**src/rtl/trig_core.sv**
```systemverilog
// Hysteresis threshold trigger with pre/post window extension and ADC saturation flag.
// Optional macro TRIG_SAT_HOLD_EN: hold SATURATION_FLAG until the trigger window closes.
module trig_core #(
  parameter int MAX_PRE_ACQUISITION_LENGTH  = 2,
  parameter int MAX_POST_ACQUISITION_LENGTH = 2,
  localparam int DATA_W     = 16,
  localparam int SAMPLE_NUM = 8,
  localparam int ADC_W      = 12,
  localparam int TDATA_W    = DATA_W * SAMPLE_NUM,
  localparam int PRE_W      = $clog2(MAX_PRE_ACQUISITION_LENGTH) + 1,
  localparam int POST_W     = $clog2(MAX_POST_ACQUISITION_LENGTH) + 1
) (
  input  logic                     ACLK,
  input  logic                     ARESET,
  input  logic                     SET_CONFIG,
  input  logic                     STOP,
  input  logic [TDATA_W-1:0]       S_AXIS_TDATA,
  input  logic                     S_AXIS_TVALID,
  input  logic [TDATA_W-1:0]       H_S_AXIS_TDATA,
  input  logic signed [DATA_W-1:0] RISING_EDGE_THRSHOLD,
  input  logic signed [DATA_W-1:0] FALLING_EDGE_THRESHOLD,
  input  logic [PRE_W-1:0]         PRE_ACQUISITION_LENGTH,
  input  logic [POST_W-1:0]        POST_ACQUISITION_LENGTH,
  output logic                     TRIGGER,
  output logic                     SATURATION_FLAG
);

  localparam int CNT_W = $clog2(MAX_PRE_ACQUISITION_LENGTH + MAX_POST_ACQUISITION_LENGTH + 1);

  function automatic logic any_gt(input logic [TDATA_W-1:0] d, input logic signed [DATA_W-1:0] th);
    logic r;
    r = 1'b0;
    for (int i = 0; i < SAMPLE_NUM; i++)
      if ($signed(d[DATA_W*i +: DATA_W]) > th) r = 1'b1;
    return r;
  endfunction

  function automatic logic any_ge(input logic [TDATA_W-1:0] d, input logic signed [DATA_W-1:0] th);
    logic r;
    r = 1'b0;
    for (int i = 0; i < SAMPLE_NUM; i++)
      if ($signed(d[DATA_W*i +: DATA_W]) >= th) r = 1'b1;
    return r;
  endfunction

  // ADC code sits in the top 12 bits of each 16-bit raw lane; full-scale codes mean clipping.
  function automatic logic any_sat(input logic [TDATA_W-1:0] d);
    logic [ADC_W-1:0] code;
    logic             r;
    r = 1'b0;
    for (int i = 0; i < SAMPLE_NUM; i++) begin
      code = d[DATA_W*i + (DATA_W-ADC_W) +: ADC_W];
      if (code == 12'h7FF || code == 12'h800) r = 1'b1;
    end
    return r;
  endfunction

  function automatic logic [CNT_W-1:0] clamp_len(input int v, input int max_len);
    return (v > max_len) ? CNT_W'(max_len) : CNT_W'(v);
  endfunction

  logic             over_p0, over_p1, trig_p2;
  logic [CNT_W-1:0] cnt_p2;
  logic             sat_p0, sat_p1, sat_p2;

  logic             gt_in, ge_in, sat_in, over_nxt, trig_nxt, flag_nxt;
  logic [CNT_W-1:0] len, cnt_nxt;
  logic [4*SAMPLE_NUM-1:0] h_unused_nib;

  always_comb begin
    h_unused_nib = '0;
    for (int i = 0; i < SAMPLE_NUM; i++)
      h_unused_nib[4*i +: 4] = H_S_AXIS_TDATA[DATA_W*i +: 4];
  end

  always_comb begin
    gt_in  = S_AXIS_TVALID && any_gt(S_AXIS_TDATA, RISING_EDGE_THRSHOLD);
    ge_in  = S_AXIS_TVALID && any_ge(S_AXIS_TDATA, FALLING_EDGE_THRESHOLD);
    sat_in = S_AXIS_TVALID && any_sat(H_S_AXIS_TDATA);
    // STOP only blocks a new arm; an active state keeps running on the falling threshold.
    over_nxt = (gt_in && !STOP) || (over_p0 && ge_in);

    len = clamp_len(int'(PRE_ACQUISITION_LENGTH),  MAX_PRE_ACQUISITION_LENGTH)
        + clamp_len(int'(POST_ACQUISITION_LENGTH), MAX_POST_ACQUISITION_LENGTH);

    trig_nxt = 1'b0;
    cnt_nxt  = '0;
    if (over_p1) begin
      trig_nxt = 1'b1;
      cnt_nxt  = len;
    end else if (cnt_p2 != '0) begin
      trig_nxt = 1'b1;
      cnt_nxt  = cnt_p2 - CNT_W'(1);
    end

`ifdef TRIG_SAT_HOLD_EN
    flag_nxt = sat_p1 || (sat_p2 && trig_nxt);
`else
    flag_nxt = sat_p1;
`endif
  end

  always_ff @(posedge ACLK) begin
    if (ARESET || SET_CONFIG) begin
      over_p0 <= 1'b0;
      over_p1 <= 1'b0;
      trig_p2 <= 1'b0;
      cnt_p2  <= '0;
      sat_p0  <= 1'b0;
      sat_p1  <= 1'b0;
      sat_p2  <= 1'b0;
    end else begin
      // p0: threshold state and raw saturation
      over_p0 <= over_nxt;
      sat_p0  <= sat_in;
      // p1: alignment delay
      over_p1 <= over_p0;
      sat_p1  <= sat_p0;
      // p2: window extension and output flags
      trig_p2 <= trig_nxt;
      cnt_p2  <= cnt_nxt;
      sat_p2  <= flag_nxt;
    end
  end

  assign TRIGGER         = trig_p2;
  assign SATURATION_FLAG = sat_p2;

endmodule

```
**config.mk**
```make
export PLATFORM = sky130hd
export DESIGN_NAME = trig_core
export DESIGN_NICKNAME = d
export VERILOG_FILES = /design/src/rtl/trig_core.sv
export SDC_FILE = /design/constraint.sdc
export NUM_CORES = 1
export LEC_CHECK = 0
export ABC_AREA = 1
export CAP_MARGIN = 30
export CORE_UTILIZATION = 49
export DETAILED_ROUTE_END_ITERATION = 12
export PLACE_DENSITY = 0.89
export SETUP_SLACK_MARGIN = 0.3
export SYNTH_ARGS = -nofsm -noshare
export SYNTH_HDL_FRONTEND = slang
export SYNTH_SLANG_ARGS = --single-unit
```
**constraint.sdc**
```tcl
create_clock -name ACLK -period 2.7 [get_ports ACLK]
set_input_delay 0.54 -clock ACLK [delete_from_list [all_inputs] [get_ports ACLK]]
set_output_delay 0.54 -clock ACLK [all_outputs]
set_load 0.01 [all_outputs]
```
==> qor.yml, run 1 <==
status: "finished with violations"
failed_checks: "negative setup slack"
required_ps: 2830
min_period_ps: 2850
path_cells: "dlygate4sd2_1 -> inv_2 -> buf_4 -> ha_1 -> nand4_1 -> nor3_4 -> nand2_1 -> nand2_1 -> nand2_1 -> nand3_1 -> nand2_1 -> nor2_2 -> nand2_2 -> nand2_1 -> a21oi_2"
crit_path_frequent_cell: "nand2_1"
place_inst: 1638
ir_drop_uv: 165
cts_made_buffers: 3
hold_buffers: 0
p_leak_nw: 6.43
final_cell_count_no_fill: 1656
htreeDepth: 1
area_delta_synth_final_pct: 65.4
crit_slowest_cell: "nand4_1"
setup.worst_path.class: "input port to register"
r2r_end: "cnt_p2[0]"
synth_warnings: 0
port_buffers: 266
r2r-start: "cnt_p2[0]"
gp_congestion: 0.926
layout-drive-gt1-share: 0.169
post_drt_wl_per_cell_um: 21.5
cts.sinks: 9
cts_max_path_buffers: 2
yosys_register_bits: 9
place_area_um2: 10700
max_freq_mhz: 351
die_h_um: 124
drc: 0
finalWorstSetupSlack_ps: -146
antenna_found_initial: 4
dieArea_um2: 15500
final_common_cell: "nand2_1"
r2r_cells: 5
drtPass1Iterations: 8
p_per_area_nw_per_um2: 204
setup_viol: 1
ys_seq_area_frac: 0.0246
post-route-period-util: 1.05
fillerInstances: 753
cp_top_family: "simple AND/OR/NAND/NOR gates"
relSlewSlack: 0.572
viasPerCell: 6.40
drt-initial-drc-count: 977
crit_fanout: 3
hp-start: "sat_p0"
clockRootBuffer: "clkbuf_16"
path_clk_slew_ps: 40
grt_pass1_wl_um: 45100
synthesis.area_um2: 7330
worstMarginPinSlew_ps: 636
maxCapViolCount: 0
drtAntennaViolNets: 0
critPathBufInv: 3
end_kind: "register"
hp-class: "register to register"
multi_input_area_um2: 7510
grt_pass1_vias: 10300
grt_max_degree: 9
wl_um: 35600
startpoint: "RISING_EDGE_THRSHOLD[8]"
syn_nets: 1699
r2r_slack_ps: 1480
fin_worst_skew_ps: 7.51
cpPeakStageDelay_ps: 430
hold_end: "flag_nxt"
clk_latency_ps: 240
fin_nets: 2027
fin_area_um2: 12100
initial_core_util: 0.502
syn_avg_cell_area_um2: 6.42
cts_tree: "built"
core_um2: 14600
io_pins: 299
hold-path-cell-count: 2
ff_latch_area_um2: 180
worstPathArrival_ps: 2970
synthDistinctLibCells: 28
layout_common_cells: "nand2_1, ha_1, clkdlybuf4s50_1"
grt.total_usage: 0.353
syn-instance-count: 1142
hold_viol: 0
detailed_place_hpwl_um: 22000
num_rows: 44
vias: 10600
overflow: 0
startpoint_type: "input port"
slew_violations: 0
die_w_um: 124
-- worst max-delay path by stage --
stage	endpoint	slack, ps	cells past startpoint
2_1_floorplan	over_p0	720	13
3_3_place_gp	over_p0	-160	14
3_5_place_dp	over_p0	-200	14
4_1_cts	over_p0	300	14
5_1_grt	over_p0	-200	15
6_report	over_p0	-150	15
-- synthesized netlist by cell type (all sizes together) --
| master | n | area [um^2] |
|---|---|---|
| a21o | 10 | 75.1 |
| dfxtp | 9 | 180 |
| o31ai | 6 | 45.0 |
| nand4 | 39 | 244 |
| a221oi | 1 | 8.76 |
| nand3 | 60 | 300 |
| or3 | 1 | 6.26 |
| nor3b | 1 | 7.51 |
| nand2 | 294 | 1110 |
| o21ai | 24 | 120 |
| xnor2 | 1 | 8.76 |
| a41oi | 1 | 8.76 |
| nor3 | 12 | 65.1 |
| ha | 260 | 3250 |
| nor4 | 23 | 174 |
| o21bai | 9 | 67.6 |
| o21a | 7 | 52.6 |
| nand3b | 6 | 45.0 |
| a21oi | 104 | 524 |
| nor2 | 93 | 352 |
| inv | 181 | 679 |
-- worst register-to-register path, cell delays in order, from the launching register on --
cell     delay, ps
dfxtp_1        330
nor2_1         240
ha_1           240
nor3_1          60
a21oi_1        140
nor2_1          80
-- what timing repair did --
action                                  4_1_cts  5_1_grt
buffers inserted                              7        4
endpoints found under the setup margin        1        1
pin swaps                                    46       75
gates resized for setup                     145      164
-- per-stage QoR --
stage	setup TNS [ps]	power [mW]	hold WS, ps	worst slack [ps]	util
final	-146	2.47	437	-146	0.831
after global routing	-204	2.63	460	-204	0.831
after CTS	0	2.11	425	301	0.781
after detailed placement	-201	1.72	409	-201	0.734
after global placement	-158	1.64	396	-158	0.734
after floorplan	0	0.944	394	724	-
-- report_power, final --
group          switching (mW)  internal [mW]  total [mW]
clock                  0.0760          0.198       0.274
sequential           0.000558          0.134       0.135
combinational            1.10          0.967        2.06
total                    1.17           1.30        2.47
-- metal layers --
metal | track usage | share of wire | vias up
met2 | 0.642 | 0.46 | 911
met4 | 0.227 | 0.094 | 4
li1 | - | - | 4579
met5 | 0 | 0.00065 | -
met1 | 0.371 | 0.33 | 4744
met3 | 0.0627 | 0.12 | 363
-- area by class of cell --
class | count | share of cell area
Timing Repair Buffer | 323 | 0.278
Sequential cell | 9 | 0.0149
Inverter | 181 | 0.0614
Multi-Input combinational cell | 952 | 0.620
Tap cell | 184 | 0.0190
Antenna cell | 3 | 0.000619
Clock buffer | 4 | 0.00650
-- logic make-up after synthesis --
| family | Yosys count | share of synthesized area |
|---|---|---|
| flip-flops | 9 | 0.0246 |
| adder cells (fa/ha/maj) | 260 | 0.444 |
| XOR/XNOR | 1 | 0.00119 |
| AO/OA/AOI/OAI | 162 | 0.123 |
| AND/OR/NAND/NOR | 529 | 0.315 |
| buffers and inverters | 181 | 0.0927 |
-- registers in the layout, summed over array words and instances (netlist names) --
signal / flops
cnt_p2: 3
over_p1: 1
SATURATION_FLAG: 1
over_p0: 1
sat_p0: 1
flag_nxt: 1
TRIGGER: 1
(Power assumes the default switching activity.)
==> run 2, diff against run 1 <==
--- a/config.mk
+++ b/config.mk
@@ -7,8 +7,10 @@
 export LEC_CHECK = 0
 export ABC_AREA = 1
 export CAP_MARGIN = 30
+export CORE_MARGIN = 2
 export CORE_UTILIZATION = 49
 export DETAILED_ROUTE_END_ITERATION = 12
+export GPL_TIMING_DRIVEN = 0
 export PLACE_DENSITY = 0.89
 export SETUP_SLACK_MARGIN = 0.3
 export SYNTH_ARGS = -nofsm -noshare
==> run 2 against run 1 <==
Compared with the run above: the run now ends clean; non-clock buffer count shrank 48; worst setup slack improved by 390 ps; combinational power is 16% lower; cell area shrank 7.2%; power decreased by 13%; critical endpoint unchanged.
==> qor.yml, run 2 (synthesis gave the netlist of run 1 again) <==
crit_slowest_cell: "clkdlybuf4s50_1"
crit_fanout: 2
worstPathArrival_ps: 2580
clockRootBuffer: "clkbuf_16"
htreeDepth: 1
ir_drop_uv: 184
grt_pass1_wl_um: 41300
p_comb_frac: 0.807
grt_max_degree: 9
num_rows: 44
fillerInstances: 989
fin_tns_setup_ps: 0
grt_use_met2: 0.584
wl_um: 27900
clk_latency_ps: 240
post-route-period-util: 0.909
post_drt_wl_per_cell_um: 17.4
drc: 0
overflow: 0
drt-initial-drc-count: 564
p_leak_nw: 5.99
vias: 9342
final_common_cell: "nand2_1"
gp_congestion: 0.921
fin_util: 0.772
fin_nets: 1979
place_area_um2: 10200
core_um2: 14600
port_buffers: 266
grt_pass1_vias: 9323
worstMarginPinSlew_ps: 459
required_ps: 2830
maxCapViolCount: 0
clkPwrFrac: 0.130
slew_violations: 0
drtPass1Iterations: 6
grt.total_usage: 0.312
antenna_found_initial: 1
setup_viol: 0
crit_path_frequent_cell: "nand2_1"
rsz0062_at_grt: "false"
cts_made_buffers: 3
fin_worst_skew_ps: 8.00
max_freq_mhz: 407
setup.worst_path.class: "input port to register"
use_met1: 0.345
netSwitchingFraction: 0.458
die_w_um: 126
internal-power_mw: 1.16
dieArea_um2: 16000
totalPowerFinal_mw: 2.14
busiest_layer: "met2"
cts_tree: "built"
startpoint_type: "input port"
min_period_ps: 2450
switchingPower_mw: 0.982
path_cells: "clkdlybuf4s50_1 -> ha_1 -> a21o_1 -> nor2_1 -> nand3_1 -> nand2_1 -> nand2_1 -> nand2_1 -> nand2_1 -> nand2_1 -> nand2_1 -> nor2_4 -> nand2_2 -> nand2_1 -> a21oi_2"
area_delta_synth_final_pct: 53.6
relSlewSlack: 0.694
io_pins: 299
hold_buffers: 0
cts.sinks: 9
status: "finished, final reports clean"
cpPeakStageDelay_ps: 440
cts_max_path_buffers: 2
detailed_place_hpwl_um: 21800
hold_viol: 0
layout-drive-gt1-share: 0.108
pwr-share-seq: 0.063
path_clk_slew_ps: 40
registers.top_by_ff_count: "cnt_p2"
largest_reg_flops: 3
viasPerCell: 5.82
p_per_area_nw_per_um2: 190
end_kind: "register"
die_h_um: 126
hp-class: "register to register"
drtAntennaViolNets: 0
fin_area_um2: 11300
use_met3: 0.0481
initial_core_util: 0.502
layout_common_cells: "nand2_1, ha_1, clkdlybuf4s50_1"
## run 2: cell count changes in the layout (fill, tap and decap cells not counted), moves of 7 or more
| cell | previous run | this run |
|---|---|---|
| buf_4 | 44 | 7 |
| ha_1 | 203 | 222 |
| ha_4 | 57 | 38 |
| dlymetal6s2s_1 | 64 | 50 |
| nand2_1 | 267 | 278 |
| nand2_2 | 26 | 16 |
| buf_12 | 11 | 2 |
| clkdlybuf4s50_1 | 181 | 189 |
| a21oi_1 | 79 | 86 |
| a21oi_2 | 25 | 18 |
## run 2: final cells by class
cell class / count / area (um^2) / area share
Antenna cell: 1 / 2.50 / 0.000222
Clock buffer: 3 / 75.1 / 0.00667
Clock inverter: 1 / 5.00 / 0.000445
Inverter: 181 / 761 / 0.0676
Multi-Input combinational cell: 952 / 7170 / 0.637
Sequential cell: 9 / 180 / 0.0160
Tap cell: 184 / 230 / 0.0204
Timing Repair Buffer: 275 / 2840 / 0.252
## run 2: path summary, 6_finish.rpt
check                            endpoint  depth (start not counted)        startpoint  slack (ps)
worst max-delay path              over_p0                         15  S_AXIS_TDATA[55]         250
worst min-delay path             flag_nxt                          2            sat_p0         420
worst max register to register  cnt_p2[0]                          5         cnt_p2[1]        1480
worst min register to register   flag_nxt                          2            sat_p0         420
## run 2: repair_timing
action / in CTS / in global routing
pin swaps: 23 / 69
setup endpoints to repair: 1 / 1
buffers inserted: 2 / 7
endpoints found under the hold margin: 0 / 0
cloned: 0 / 0
resized for setup: 126 / 125
## run 2: stage by stage
stage / instances / hold slack [ps] / worst slack [ps]
after floorplan: 1142 / 394 / 724
final: 1606 / 423 / 246
after global routing: 1606 / 423 / 139
after detailed placement: 1592 / 404 / -224
after global placement: 1592 / 396 / -192
after CTS: 1598 / 416 / 302
## run 2: power by group through the flow
| stage | clock network, mW | logic [mW] | registers, mW |
|---|---|---|---|
| finish | 0.278 | 1.73 | 0.135 |
| global placement | 0 | 1.41 | 0.137 |
| global route | 0.279 | 1.91 | 0.135 |
| detailed placement | 0 | 1.49 | 0.137 |
| CTS | 0.267 | 1.57 | 0.135 |
| floorplan | 0 | 0.807 | 0.137 |
## run 2: critical path, delay by kind of cell
kind | cells | cell delay, ps
adder cells (fa/ha/maj) | 1 | 340
AO/OA/AOI/OAI | 2 | 230
buffers and inverters | 1 | 440
AND/OR/NAND/NOR | 11 | 1040
## run 2: metal layers
| layer | vias up | routed length [um] |
|---|---|---|
| li1 | 4492 | - |
| met1 | 4232 | 10500 |
| met2 | 475 | 13900 |
| met3 | 143 | 1980 |
| met4 | 0 | 1520 |
| met5 | - | 0 |
==> run 3, diff against run 2 <==
--- a/config.mk
+++ b/config.mk
@@ -9,9 +9,11 @@
 export CAP_MARGIN = 30
 export CORE_MARGIN = 2
 export CORE_UTILIZATION = 49
+export CTS_BUF_LIST = sky130_fd_sc_hd__clkbuf_2 sky130_fd_sc_hd__clkbuf_4 sky130_fd_sc_hd__clkbuf_8
 export DETAILED_ROUTE_END_ITERATION = 12
 export GPL_TIMING_DRIVEN = 0
 export PLACE_DENSITY = 0.89
+export REMOVE_ABC_BUFFERS = 1
 export SETUP_SLACK_MARGIN = 0.3
 export SYNTH_ARGS = -nofsm -noshare
 export SYNTH_HDL_FRONTEND = slang
==> run 3 against run 2 <==
Compared with the run above: clock skew fell by 1.6 ps; sequential power barely moved; first-iteration DRC count rose by 1.6%; maximum frequency rose by 0.38%; worst hold slack got worse by 4.0 ps; cell area rose by 0.46%; critical endpoint unchanged; die area did not move.
==> qor.yml, run 3 (synthesis gave the netlist of run 1 again) <==
rsz0062_at_grt: "false"
worstMarginPinSlew_ps: 459
cts_tree: "built"
cts.sinks: 9
overflow: 0
area_delta_synth_final_pct: 54.3
drtPass1Iterations: 6
drt-initial-drc-count: 573
antenna_found_initial: 1
grt.total_usage: 0.309
fin_area_um2: 11300
switchingPower_mw: 0.972
crit_fanout: 2
clockRootBuffer: "clkbuf_8"
p_leak_nw: 6.07
p_per_area_nw_per_um2: 181
end_kind: "register"
gp_congestion: 0.921
max_freq_mhz: 409
clkPwrFrac: 0.080
netSwitchingFraction: 0.475
layout-drive-gt1-share: 0.113
min_period_ps: 2450
maxCapViolCount: 0
largest_reg_flops: 3
status: "finished, final reports clean"
internal-power_mw: 1.08
setup_viol: 0
hold_buffers: 0
wl_um: 28000
fillerInstances: 966
fin_worst_skew_ps: 6.38
slew_violations: 0
r2r_cells: 5
layout_common_cells: "nand2_1, ha_1, clkdlybuf4s50_1"
required_ps: 2870
relSlewSlack: 0.694
cts_made_buffers: 3
worstPathArrival_ps: 2610
htreeDepth: 1
ff_latch_area_um2: 180
path_clk_slew_ps: 50
core_um2: 14600
port_buffers: 266
multi_input_area_um2: 7220
fin_nets: 1979
registers.top_by_ff_count: "cnt_p2"
vias: 9378
initial_core_util: 0.502
hold-path-cell-count: 2
startpoint_type: "input port"
detailed_place_hpwl_um: 21800
grt_pass1_vias: 9165
post_drt_wl_per_cell_um: 17.5
setup.worst_path.class: "input port to register"
post-route-period-util: 0.906
p_comb_frac: 0.854
num_rows: 44
die_h_um: 126
viasPerCell: 5.84
drc: 0
grt_pass1_wl_um: 40800
pwr-share-seq: 0.066
dieArea_um2: 16000
hold_viol: 0
final_common_cell: "nand2_1"
hp-class: "register to register"
clk_latency_ps: 240
place_area_um2: 10200
grt_max_degree: 9
fin_util: 0.775
ir_drop_uv: 130
die_w_um: 126
cts_max_path_buffers: 2
drtAntennaViolNets: 0
io_pins: 299
[run 3: final cells by class]
| type | count | share of cell area |
|---|---|---|
| Clock inverter | 1 | 0.000443 |
| Timing Repair Buffer | 275 | 0.253 |
| Clock buffer | 3 | 0.00365 |
| Antenna cell | 1 | 0.000221 |
| Sequential cell | 9 | 0.0159 |
| Tap cell | 184 | 0.0204 |
| Multi-Input combinational cell | 952 | 0.639 |
| Inverter | 181 | 0.0673 |
[run 3: metrics by stage]
stage | setup TNS [ps] | worst slack [ps] | hold slack, ps | total power, mW | std cells
2_1_floorplan | 0 | 724 | 394 | 0.944 | 1142
3_3_place_gp | -192 | -192 | 396 | 1.55 | 1592
3_5_place_dp | -224 | -224 | 404 | 1.62 | 1592
4_1_cts | 0 | 301 | 410 | 1.85 | 1598
5_1_grt | 0 | 166 | 429 | 2.23 | 1606
6_report | 0 | 255 | 419 | 2.05 | 1606
[run 3: timing repair]
| item | in CTS | in global routing |
|---|---|---|
| endpoints found under the setup margin | 1 | 1 |
| gates resized for setup | 117 | 150 |
| buffers inserted | 2 | 7 |
| pin swaps | 25 | 80 |
| hold endpoints to repair | 0 | 0 |
| gates cloned | 0 | 0 |
[run 3: path summary, 6_finish.rpt]
| path | start | end | slack [ps] |
|---|---|---|---|
| hold / removal | sat_p0 | flag_nxt | 420 |
| hold reg to reg | sat_p0 | flag_nxt | 420 |
| setup reg to reg | cnt_p2[0] | cnt_p2[0] | 1580 |
| setup / recovery | S_AXIS_TDATA[58] | over_p0 | 250 |
[run 3: critical path, stage by stage]
cell and delay, ps:
clkdlybuf4s50_1 450, ha_1 320, nand4_1 130, nor3_2 270, nand2_1 140, nor2_1 230
nor2_1 80, nand2_1 80, nor2_1 40, nand2_1 100, o21bai_1 100, a21oi_2 130
[run 3: power groups by stage]
stage                     Sequential [mW]  Combinational (mW)  Clock, mW
after floorplan                     0.137               0.807          0
after global placement              0.137                1.41          0
after detailed placement            0.137                1.49          0
after CTS                           0.135                1.56      0.161
after global routing                0.134                1.92      0.170
final                               0.135                1.75      0.165
[run 3: layer usage]
metal,track usage,vias up,share of wire
met5,0,-,0
li1,-,4491,-
met1,0.343,4272,0.38
met3,0.0502,145,0.068
met4,0.144,0,0.054
met2,0.572,470,0.50
